[config.mk]
export PLATFORM = sky130hd
export DESIGN_NAME = regfile_write_scheduler_flat
export DESIGN_NICKNAME = d
export VERILOG_FILES = /design/src/rtl/regfile_sched_pkg.sv /design/src/rtl/regfile_write_scheduler_if.sv /design/src/rtl/md_result_fifo.sv /design/src/rtl/regfile_write_scheduler.sv /design/src/flat_wrapper.sv
export SDC_FILE = /design/constraint.sdc
export NUM_CORES = 1
export LEC_CHECK = 0
export BUFFER_PORTS_ARGS = -buffer_cell sky130_fd_sc_hd__clkbuf_2
export CAP_MARGIN = 0
export CORE_MARGIN = 4
export CORE_UTILIZATION = 53
export DETAILED_ROUTE_END_ITERATION = 12
export GPL_TIMING_DRIVEN = 0
export PLACE_DENSITY = 0.78
export SLEW_MARGIN = 15
export SYNTH_ARGS = -nofsm -noshare
export SYNTH_HDL_FRONTEND = slang
export SYNTH_SLANG_ARGS = --single-unit
[constraint.sdc]
create_clock -name clock -period 5.5 [get_ports clock]
set_input_delay 1.65 -clock clock [delete_from_list [all_inputs] [get_ports clock]]
set_output_delay 1.65 -clock clock [all_outputs]
set_load 0.02 [all_outputs]
[src/rtl/regfile_sched_pkg.sv]
// Shared types and constants for the register-file write scheduler.
//   REG_AW / DATA_W / NREG : register-file geometry (register 0 reads as zero)
//   MAX_OUT                : MD operations that may be issued but not yet written back
//   STARVE_LIM             : cycles a buffered MD result may lose arbitration before issue freezes
//   wr_req_t               : one register-file write (destination + data)
package regfile_sched_pkg;

  localparam int REG_AW     = 5;
  localparam int DATA_W     = 32;
  localparam int NREG       = 32;
  localparam int MAX_OUT    = 4;
  localparam int STARVE_LIM = 3;

  localparam int OUT_W    = $clog2(MAX_OUT + 1);
  localparam int STARVE_W = $clog2(STARVE_LIM + 1);

  typedef struct packed {
    logic [REG_AW-1:0] addr;
    logic [DATA_W-1:0] data;
  } wr_req_t;

endpackage

[src/rtl/regfile_write_scheduler_if.sv]
// Bundle of every non-clock signal around the write scheduler.
//   issue_* : decode issue request and its stall
//   wb_*    : pipeline writeback (never back-pressured)
//   md_*    : multiply/divide result handshake
//   rf_*    : registered register-file write port
//   busy_mask : scoreboard view, bit r = MD write to r pending
// slave is the scheduler's view, master is the surrounding pipeline's view.
interface regfile_write_scheduler_if;
  import regfile_sched_pkg::*;

  logic              issue_valid;
  logic [REG_AW-1:0] issue_rs;
  logic [REG_AW-1:0] issue_rt;
  logic [REG_AW-1:0] issue_rd;
  logic              issue_md;
  logic              issue_stall;

  logic              wb_valid;
  logic [REG_AW-1:0] wb_reg;
  logic [DATA_W-1:0] wb_data;

  logic              md_valid;
  logic [REG_AW-1:0] md_reg;
  logic [DATA_W-1:0] md_data;
  logic              md_ready;

  logic              rf_we;
  logic [REG_AW-1:0] rf_waddr;
  logic [DATA_W-1:0] rf_wdata;

  logic [NREG-1:0]   busy_mask;

  modport slave (
    input  issue_valid, issue_rs, issue_rt, issue_rd, issue_md,
    output issue_stall,
    input  wb_valid, wb_reg, wb_data,
    input  md_valid, md_reg, md_data,
    output md_ready,
    output rf_we, rf_waddr, rf_wdata,
    output busy_mask
  );

  modport master (
    output issue_valid, issue_rs, issue_rt, issue_rd, issue_md,
    input  issue_stall,
    output wb_valid, wb_reg, wb_data,
    output md_valid, md_reg, md_data,
    input  md_ready,
    input  rf_we, rf_waddr, rf_wdata,
    input  busy_mask
  );

endinterface

[src/rtl/md_result_fifo.sv]
// Two-entry FIFO buffering MD results until they win the register-file port.
//   clock, reset : system clock, async active-low reset (empties the FIFO)
//   push, push_data : enqueue; caller only pushes when !full
//   pop, head       : dequeue / current oldest entry; caller only pops when !empty
//   full, empty     : occupancy flags
module md_result_fifo
  import regfile_sched_pkg::*;
(
  input  logic    clock,
  input  logic    reset,
  input  logic    push,
  input  wr_req_t push_data,
  input  logic    pop,
  output wr_req_t head,
  output logic    full,
  output logic    empty
);

  wr_req_t    mem [2];
  logic       wr_ptr;
  logic       rd_ptr;
  logic [1:0] count;

  // NOTE: storage is deliberately left out of reset; count decides which
  // entries are meaningful, so stale contents are never observed.
  always_ff @(posedge clock) begin
    if (push) mem[wr_ptr] <= push_data;
  end

  always_ff @(posedge clock or negedge reset) begin
    if (!reset) begin
      wr_ptr <= 1'b0;
      rd_ptr <= 1'b0;
      count  <= 2'd0;
    end else begin
      if (push) wr_ptr <= ~wr_ptr;
      if (pop)  rd_ptr <= ~rd_ptr;
      count <= count + {1'b0, push} - {1'b0, pop};
    end
  end

  assign head  = mem[rd_ptr];
  assign full  = (count == 2'd2);
  assign empty = (count == 2'd0);

endmodule

[src/rtl/regfile_write_scheduler.sv]
// Owner of the single register-file write port.
//   clock : system clock
//   reset : async active-low reset
//   bus   : issue / writeback / MD / register-file signals (slave view)
// Pipeline writeback always wins the port; buffered MD results take any free
// slot. A busy scoreboard stalls issue on RAW/WAW hazards against pending MD
// results, and a starvation counter freezes issue so writeback bubbles appear.
module regfile_write_scheduler
  import regfile_sched_pkg::*;
(
  input logic                      clock,
  input logic                      reset,
  regfile_write_scheduler_if.slave bus
);

  logic [NREG-1:0]     busy;
  logic [NREG-1:0]     busy_next;
  logic [OUT_W-1:0]    outstanding;
  logic [STARVE_W-1:0] starve_cnt;

  wr_req_t md_req;
  wr_req_t head;
  logic    full;
  logic    empty;

  logic push;
  logic pop;
  logic wb_win;
  logic freeze;
  logic stall;
  logic accept;
  logic set_busy;
  logic clr_busy;

  assign md_req = '{addr: bus.md_reg, data: bus.md_data};

  md_result_fifo u_fifo (
    .clock     (clock),
    .reset     (reset),
    .push      (push),
    .push_data (md_req),
    .pop       (pop),
    .head      (head),
    .full      (full),
    .empty     (empty)
  );

  // Writes to register 0 are dropped, so they do not claim the port.
  assign wb_win = bus.wb_valid & (bus.wb_reg != '0);
  assign pop    = ~wb_win & ~empty;
  assign push   = bus.md_valid & ~full;

  assign freeze = (starve_cnt >= STARVE_W'(STARVE_LIM));

  assign stall = bus.issue_valid &
                 (busy[bus.issue_rs] | busy[bus.issue_rt] | busy[bus.issue_rd] |
                  (bus.issue_md & (outstanding == OUT_W'(MAX_OUT))) |
                  freeze);

  assign accept   = bus.issue_valid & ~stall;
  assign set_busy = accept & bus.issue_md & (bus.issue_rd != '0);
  // Results with no pending busy bit are still written but leave the
  // scoreboard and outstanding count untouched.
  assign clr_busy = pop & busy[head.addr];

  // The WAW stall keeps set and clear on different registers in one cycle.
  always_comb begin
    // NOTE: combinational logic uses blocking assignments and starts from a
    // full default so no latch is inferred.
    busy_next = busy;
    if (clr_busy) busy_next[head.addr] = 1'b0;
    if (set_busy) busy_next[bus.issue_rd] = 1'b1;
    busy_next[0] = 1'b0;
  end

  always_ff @(posedge clock or negedge reset) begin
    if (!reset) begin
      busy        <= '0;
      outstanding <= '0;
      starve_cnt  <= '0;
    end else begin
      busy <= busy_next;

      case ({set_busy, clr_busy})
        2'b10:   outstanding <= outstanding + OUT_W'(1);
        2'b01:   outstanding <= outstanding - OUT_W'(1);
        default: outstanding <= outstanding;
      endcase

      if (pop) begin
        starve_cnt <= '0;
      end else if (!empty && wb_win && !freeze) begin
        starve_cnt <= starve_cnt + STARVE_W'(1);
      end
    end
  end

  // Write port register: address/data hold their last written value when idle.
  always_ff @(posedge clock or negedge reset) begin
    if (!reset) begin
      bus.rf_we    <= 1'b0;
      bus.rf_waddr <= '0;
      bus.rf_wdata <= '0;
    end else if (wb_win) begin
      bus.rf_we    <= 1'b1;
      bus.rf_waddr <= bus.wb_reg;
      bus.rf_wdata <= bus.wb_data;
    end else if (pop && head.addr != '0) begin
      bus.rf_we    <= 1'b1;
      bus.rf_waddr <= head.addr;
      bus.rf_wdata <= head.data;
    end else begin
      bus.rf_we    <= 1'b0;
    end
  end

  assign bus.issue_stall = stall;
  assign bus.md_ready    = ~full;
  assign bus.busy_mask   = busy;

endmodule

[src/flat_wrapper.sv]
// flat-port wrapper written by rule: the top's interface ports become plain ports
module regfile_write_scheduler_flat import regfile_sched_pkg::*;
  (clock, reset, bus_issue_valid, bus_issue_rs, bus_issue_rt, bus_issue_rd, bus_issue_md, bus_issue_stall, bus_wb_valid, bus_wb_reg, bus_wb_data, bus_md_valid, bus_md_reg, bus_md_data, bus_md_ready, bus_rf_we, bus_rf_waddr, bus_rf_wdata, bus_busy_mask);
  regfile_write_scheduler_if bus_i ();
  input logic clock;
  input logic reset;
  input wire logic [$bits(bus_i.issue_valid)-1:0] bus_issue_valid;
  input wire logic [$bits(bus_i.issue_rs)-1:0] bus_issue_rs;
  input wire logic [$bits(bus_i.issue_rt)-1:0] bus_issue_rt;
  input wire logic [$bits(bus_i.issue_rd)-1:0] bus_issue_rd;
  input wire logic [$bits(bus_i.issue_md)-1:0] bus_issue_md;
  output wire logic [$bits(bus_i.issue_stall)-1:0] bus_issue_stall;
  input wire logic [$bits(bus_i.wb_valid)-1:0] bus_wb_valid;
  input wire logic [$bits(bus_i.wb_reg)-1:0] bus_wb_reg;
  input wire logic [$bits(bus_i.wb_data)-1:0] bus_wb_data;
  input wire logic [$bits(bus_i.md_valid)-1:0] bus_md_valid;
  input wire logic [$bits(bus_i.md_reg)-1:0] bus_md_reg;
  input wire logic [$bits(bus_i.md_data)-1:0] bus_md_data;
  output wire logic [$bits(bus_i.md_ready)-1:0] bus_md_ready;
  output wire logic [$bits(bus_i.rf_we)-1:0] bus_rf_we;
  output wire logic [$bits(bus_i.rf_waddr)-1:0] bus_rf_waddr;
  output wire logic [$bits(bus_i.rf_wdata)-1:0] bus_rf_wdata;
  output wire logic [$bits(bus_i.busy_mask)-1:0] bus_busy_mask;
  assign bus_i.issue_valid = bus_issue_valid;
  assign bus_i.issue_rs = bus_issue_rs;
  assign bus_i.issue_rt = bus_issue_rt;
  assign bus_i.issue_rd = bus_issue_rd;
  assign bus_i.issue_md = bus_issue_md;
  assign bus_issue_stall = bus_i.issue_stall;
  assign bus_i.wb_valid = bus_wb_valid;
  assign bus_i.wb_reg = bus_wb_reg;
  assign bus_i.wb_data = bus_wb_data;
  assign bus_i.md_valid = bus_md_valid;
  assign bus_i.md_reg = bus_md_reg;
  assign bus_i.md_data = bus_md_data;
  assign bus_md_ready = bus_i.md_ready;
  assign bus_rf_we = bus_i.rf_we;
  assign bus_rf_waddr = bus_i.rf_waddr;
  assign bus_rf_wdata = bus_i.rf_wdata;
  assign bus_busy_mask = bus_i.busy_mask;
  regfile_write_scheduler u_core (.clock(clock), .reset(reset), .bus(bus_i));
endmodule
Word level (Yosys, flattened, before mapping). Memory sizes are Yosys's and may differ from the RTL's. Index checks and enable logic that the tools add are counted.

Output and inout bits: 72. Memories kept: 1. Input port bits: 95. Bits in latches: 0. Bits in registers: 78. Word-level logic and storage cells: 87. RAM bits: 74. ROM bits: 0.

$lt $le $gt $ge: 7. $add $sub $neg: 5. Mux-type cells: 25. Shift-type cells: 0. Bitwise logic cells: 22. Divide/modulo/power cells: 0. Reduce and logical (&&, ||, !) cells: 14. Equal/unequal tests: 4. Multiply operators: 0.

Memory list: u_core.u_fifo.mem (depth 2, bits a word 37, rd ports 1, clocked after Yosys merged registers in 0, wr ports 1, line md_result_fifo.sv:19) `wr_req_t mem [2];`.

Operators with widths (number): $mux W32 (4); $and A32 B32 Y32 (1); $not A32 Y32 (1); $or A32 B32 Y32 (1); $lt A5 B6 Y1 const B (4); $bmux W1 S5 (4); $reduce_bool A5 Y1 (3); $demux W1 S5 (2); $ge A5 B1 Y1 const B (2); $mux W1 (10); $mux W5 (2); $and A1 B1 Y1 (9); $not A1 Y1 (6); $pmux W3 S2 (1); $reduce_bool A2 Y1 (3); $logic_and A1 B1 Y1 (5); $eq A2 B2 Y1 const B (2); $mux W2 (2); $or A1 B1 Y1 (4); $add A3 B1 Y3 const B (1); $eq A3 B3 Y1 const B (1); $sub A3 B1 Y3 const B (1); $add A2 B1 Y2 (1); $add A2 B1 Y2 const B (1); 5 further kinds (6).

Logic depth before layout (Yosys ltp).
Depth after elaboration: 13. Depth in mapped cells: 14. Gate-level depth less buffers: 12.

By module. From an unflattened synthesis, not the netlist that was laid out.

Cell total of the unflattened synthesis: 623. Area total of the unflattened synthesis: 7825.0 um^2.

By module, submodules not included: regfile_write_scheduler (instances 1, sequential area each 1851.8 um^2, area each 4875.9 um^2, cells an instance 493); md_result_fifo (instances 1, sequential area each 2322.2 um^2, area each 2949.1 um^2, cells an instance 130).

Worst setup path before layout. OpenSTA, ideal clock, no wires.

Kind: input-to-output. Start: input bus_issue_rs[0]. End: output bus_issue_stall. Buffers on the path: 2. Arrival: 3.492 ns. Path slack: 0.358 ns. Cell stages on the path: 7. Required time: 3.850 ns. Cell sequence: buf_4 -> mux4_2 -> nor2b_1 -> or4_1 -> and4_1 -> buf_1 -> a31oi_1.

Word-level cells in the longest chain between the ends: 7.

Ends and longest elaborated chain: start, declared (line flat_wrapper.sv:8) `input wire logic [$bits(bus_i.issue_rs)-1:0] bus_issue_rs;`; $bmux W1 S5 (line regfile_write_scheduler.sv:56) `(busy[bus.issue_rs] | busy[bus.issue_rt] | busy[bus.issue_rd] |`; $mux W1 (not written as such) (line regfile_write_scheduler.sv:56); $or A1 B1 Y1 (3 in series) (line regfile_write_scheduler.sv:56); $or A1 B1 Y1 (line regfile_write_scheduler.sv:57) `(bus.issue_md & (outstanding == OUT_W'(MAX_OUT))) |`; $and A1 B1 Y1 (line regfile_write_scheduler.sv:55) `assign stall = bus.issue_valid &`; end, declared (line flat_wrapper.sv:12) `output wire logic [$bits(bus_i.issue_stall)-1:0] bus_issue_stall;`.

Every way passes these cells. The select of a mux whose other input is x is not followed.

Worst setup path after layout.
Start: input bus_issue_rd[0]. End: output bus_issue_stall.

Word-level cells in the longest chain between the ends: 6.

Ends and longest elaborated chain: start, declared (line flat_wrapper.sv:10) `input wire logic [$bits(bus_i.issue_rd)-1:0] bus_issue_rd;`; $bmux W1 S5 (line regfile_write_scheduler.sv:56); $mux W1 (not written as such) (line regfile_write_scheduler.sv:56); $or A1 B1 Y1 (2 in series) (line regfile_write_scheduler.sv:56); $or A1 B1 Y1 (line regfile_write_scheduler.sv:57); $and A1 B1 Y1 (line regfile_write_scheduler.sv:55).

Every way passes these cells. The select of a mux whose other input is x is not followed.

==> results.ini <==
[die]
fp.dieArea_sq_mm = 0.0163
die_w_microns = 128
io_pins = 167
rows = 43
core-area_sq_mm = 0.0139
die_h_microns = 128
initial_core_util_pct = 54.4

[synthesis]
ys_warn_count = 0
synthCells = 638
yosys-top-cells-area = edfxtp_1 29%, dfrtp_1 26%, mux2i_1 7.8%
synth_nets = 738
synth_largest_area_cell = edfxtp_1
synth_edf_count = 74
synthArstFlopShare_pct = 51.3
ys_seq_elements = 152
syn-cell-area_sq_mm = 0.00759
yosys_most_used_dff = dfrtp_1
ys_types = 70
synth.avg_cell_area_sq_um = 11.9
ys_seq_area_share_pct = 55.0
synth.top_cell.area_share_pct = 29.3

[layout]
utilization_pct = 66.6
synthToLayoutAreaGrowth_pct = 22.3
num_antenna_cells = 0
fin_area_sq_mm = 0.00928
layout-drive-gt1-share_pct = 29.2
nets = 920
final_cell_mix = 161 x clkbuf_2, 80 x nand2_1, 78 x dfrtp_1
final_common_cell = clkbuf_2

[drt]
firstDrtPassIters = 7
dr.first_iter.drc_count = 528
ant_nets = 0
vias = 6326
vias_per_cell = 6.24
drc_errors = 0
wire_per_inst_microns = 20.9
routed_wl_mm = 21.2

[power]
p_sw_mw = 1.84
seqPwrFrac_pct = 38.7
power_density_mw_per_mm2 = 509
p_int_mw = 2.88
ir_drop_mv = 0.355
pwr-share-clk_pct = 24.1
p_comb_share_pct = 37.2
swShare_pct = 38.9
static-leakage-power_nw = 3.88

[critical_path]
cpMaxStageDelayCell = a311oi_4
cp_num_buf_inv = 2
criticalPathCategory = in2out
critPathTopFamily = compound AO/OA/AOI/OAI gates
arrival_ns = 3.68
start_kind = primary input
cp_common_cell = clkbuf_2
crit_path_end_kind = output port
slowest_delay_ns = 0.54
path_cells = clkbuf_2 -> mux4_2 -> a211oi_2 -> o221ai_2 -> a311oi_4 -> a31oi_1 -> clkbuf_2
cp_max_fo = 6
required_ns = 3.85

[placement]
place_area_sq_mm = 0.00870
dp_slack_ns = -0.00604
placement.io_buffers = 161
dp_hpwl_mm = 15.3
place.gp.congestion = 0.889

[clock_network]
cts_inserted_buffers = 17
worstSkewPairLatency_ns = 0.43
clock_sinks = 152
clk_pin_slew_ns = 0.06
clockRootBuffer = clkbuf_16
cts_buffer_depth = 2
h-tree-depth = 4
tritoncts = yes
ctsHoldBuffers = 0
post_cts_buffers = 0

[timing]
worst_slew_pin_slew_ns = 1.12
drv_slew = 0
finalHoldViolCount = 0
fmax_mhz = 188
period_share_pct = 96.9
finalSetupViolCount = 0
slew_headroom_pct = 25.6
fin_setup_tns_ns = 0
rsz0062_at_grt = false
fin_skew_ns = 0.00559
finalWorstSetupSlack_ns = 0.170
min_period_ns = 5.33

[grt]
grt_use_total_pct = 26.7
overflow = 0
first_global_vias = 6393
antenna_found_initial = 0
grt_first_pass_wirelength_mm = 33.7
grt_max_degree = 58

[run]
cap_viol_max_count = 0

[worst_hold_path]
worstHoldPathType = reg2reg

[status]
status = completed

[area by class of cell]
type                    count  area, sq um
flip-flops and latches    152         4170
plain buffers              38          174
clock inverters            14          149
fillers                  1043         4650
clock buffers              18          429
well taps                 180          225
repair buffers            164          883
inverters                  15         56.3
multi-input cells         432         3190
[per-stage QoR]
stage	instances	total power [mW]	hold WS, ns
after floorplan	638	2.94	0.433
after global placement	979	3.46	0.450
after detailed placement	982	3.57	0.464
after CTS	1014	4.72	0.477
after global routing	1013	4.97	0.486
final	1013	4.72	0.474
[worst reg2reg max path, delay by kind of cell, from the launching register on]
kind                     cells  cell delay, ns
flip-flops                   1            0.40
adder cells (fa/ha/maj)      2            0.60
XOR/XNOR                     2            0.32
AND/OR/NAND/NOR              3            0.40
AO/OA/AOI/OAI                4            1.37
buffers and inverters        3            0.45
[per-layer routing]
metal  share of wire [%]  GRT usage [%]  vias up
li1                    -              -     2796
met3                  11           7.69       58
met1                  38           34.4     3070
met2                  48           43.0      402
met4                 3.2           10.4        0
met5                   0              0        -
[cell usage after synthesis, types with 3 or more instances]
master and number:
buf_1 4, nand4_1 6, nand3_1 7, nor2_1 11
nand2_1 80, nand2b_1 8, inv_1 15, mux4_2 12
xor2_1 3, xnor2_1 4, o31ai_1 19, mux2i_1 59
ha_1 4, and2_1 3, mux4_1 4, mux2_2 8
nor2b_1 6, nand4_4 4, o22ai_1 5, nor3_1 4
buf_2 9, clkbuf_1 22, a22oi_1 4, o21ai_0 76
o21ai_1 32, edfxtp_1 74, dfrtp_1 78, nand3b_1 7
buf_4 3, o41ai_1 12
[kinds of logic after synthesis]
kind of cell	after synthesis	synth area share (%)
AO/OA/AOI/OAI	177	14.8
other	1	0.0494
AND/OR/NAND/NOR	159	11.4
multiplexers	83	13.9
flip-flops	152	55.0
buffers and inverters	54	3.07
XOR/XNOR	7	0.808
adder cells (fa/ha/maj)	5	0.924
[final timing paths]
path	slack, ns	depth (start not counted)	startpoint	endpoint
hold / removal	0.47	1	u_core.outstanding[2]	u_core.outstanding[2]
setup / recovery	0.17	7	bus_issue_rd[0]	bus_issue_stall
hold reg to reg	0.47	1	u_core.outstanding[2]	u_core.outstanding[2]
setup reg to reg	1.90	14	u_core.u_fifo.rd_ptr	u_core.outstanding[2]
min in group asynchronous	1.15	1	reset	u_core.bus.busy_mask[11]
max in group asynchronous	3.74	2	reset	u_core.bus.rf_wdata[11]
[power groups by stage]
stage          Clock [mW]  Sequential [mW]  Combinational [mW]
6_report             1.14             1.83                1.76
5_1_grt              1.21             1.86                1.91
4_1_cts              1.15             1.82                1.76
3_5_place_dp            0             1.83                1.74
3_3_place_gp            0             1.82                1.64
2_1_floorplan           0             2.00               0.941
[sequential cells by signal, summed over array words and instances (netlist names)]
name                  count
u_core.u_fifo.count       2
u_core.bus.busy_mask     31
u_core.outstanding        3
u_core.u_fifo.wr_ptr      1
u_core.starve_cnt         2
u_core.u_fifo.mem        74
u_core.bus.rf_wdata      32
u_core.u_fifo.rd_ptr      1
u_core.bus.rf_we          1
u_core.bus.rf_waddr       5
[what timing repair did]
action,in CTS,in global routing
setup endpoints to repair,1,1
pin swaps,0,0
resized for setup,1,0
No activity file was read; power rests on OpenSTA's default activity.
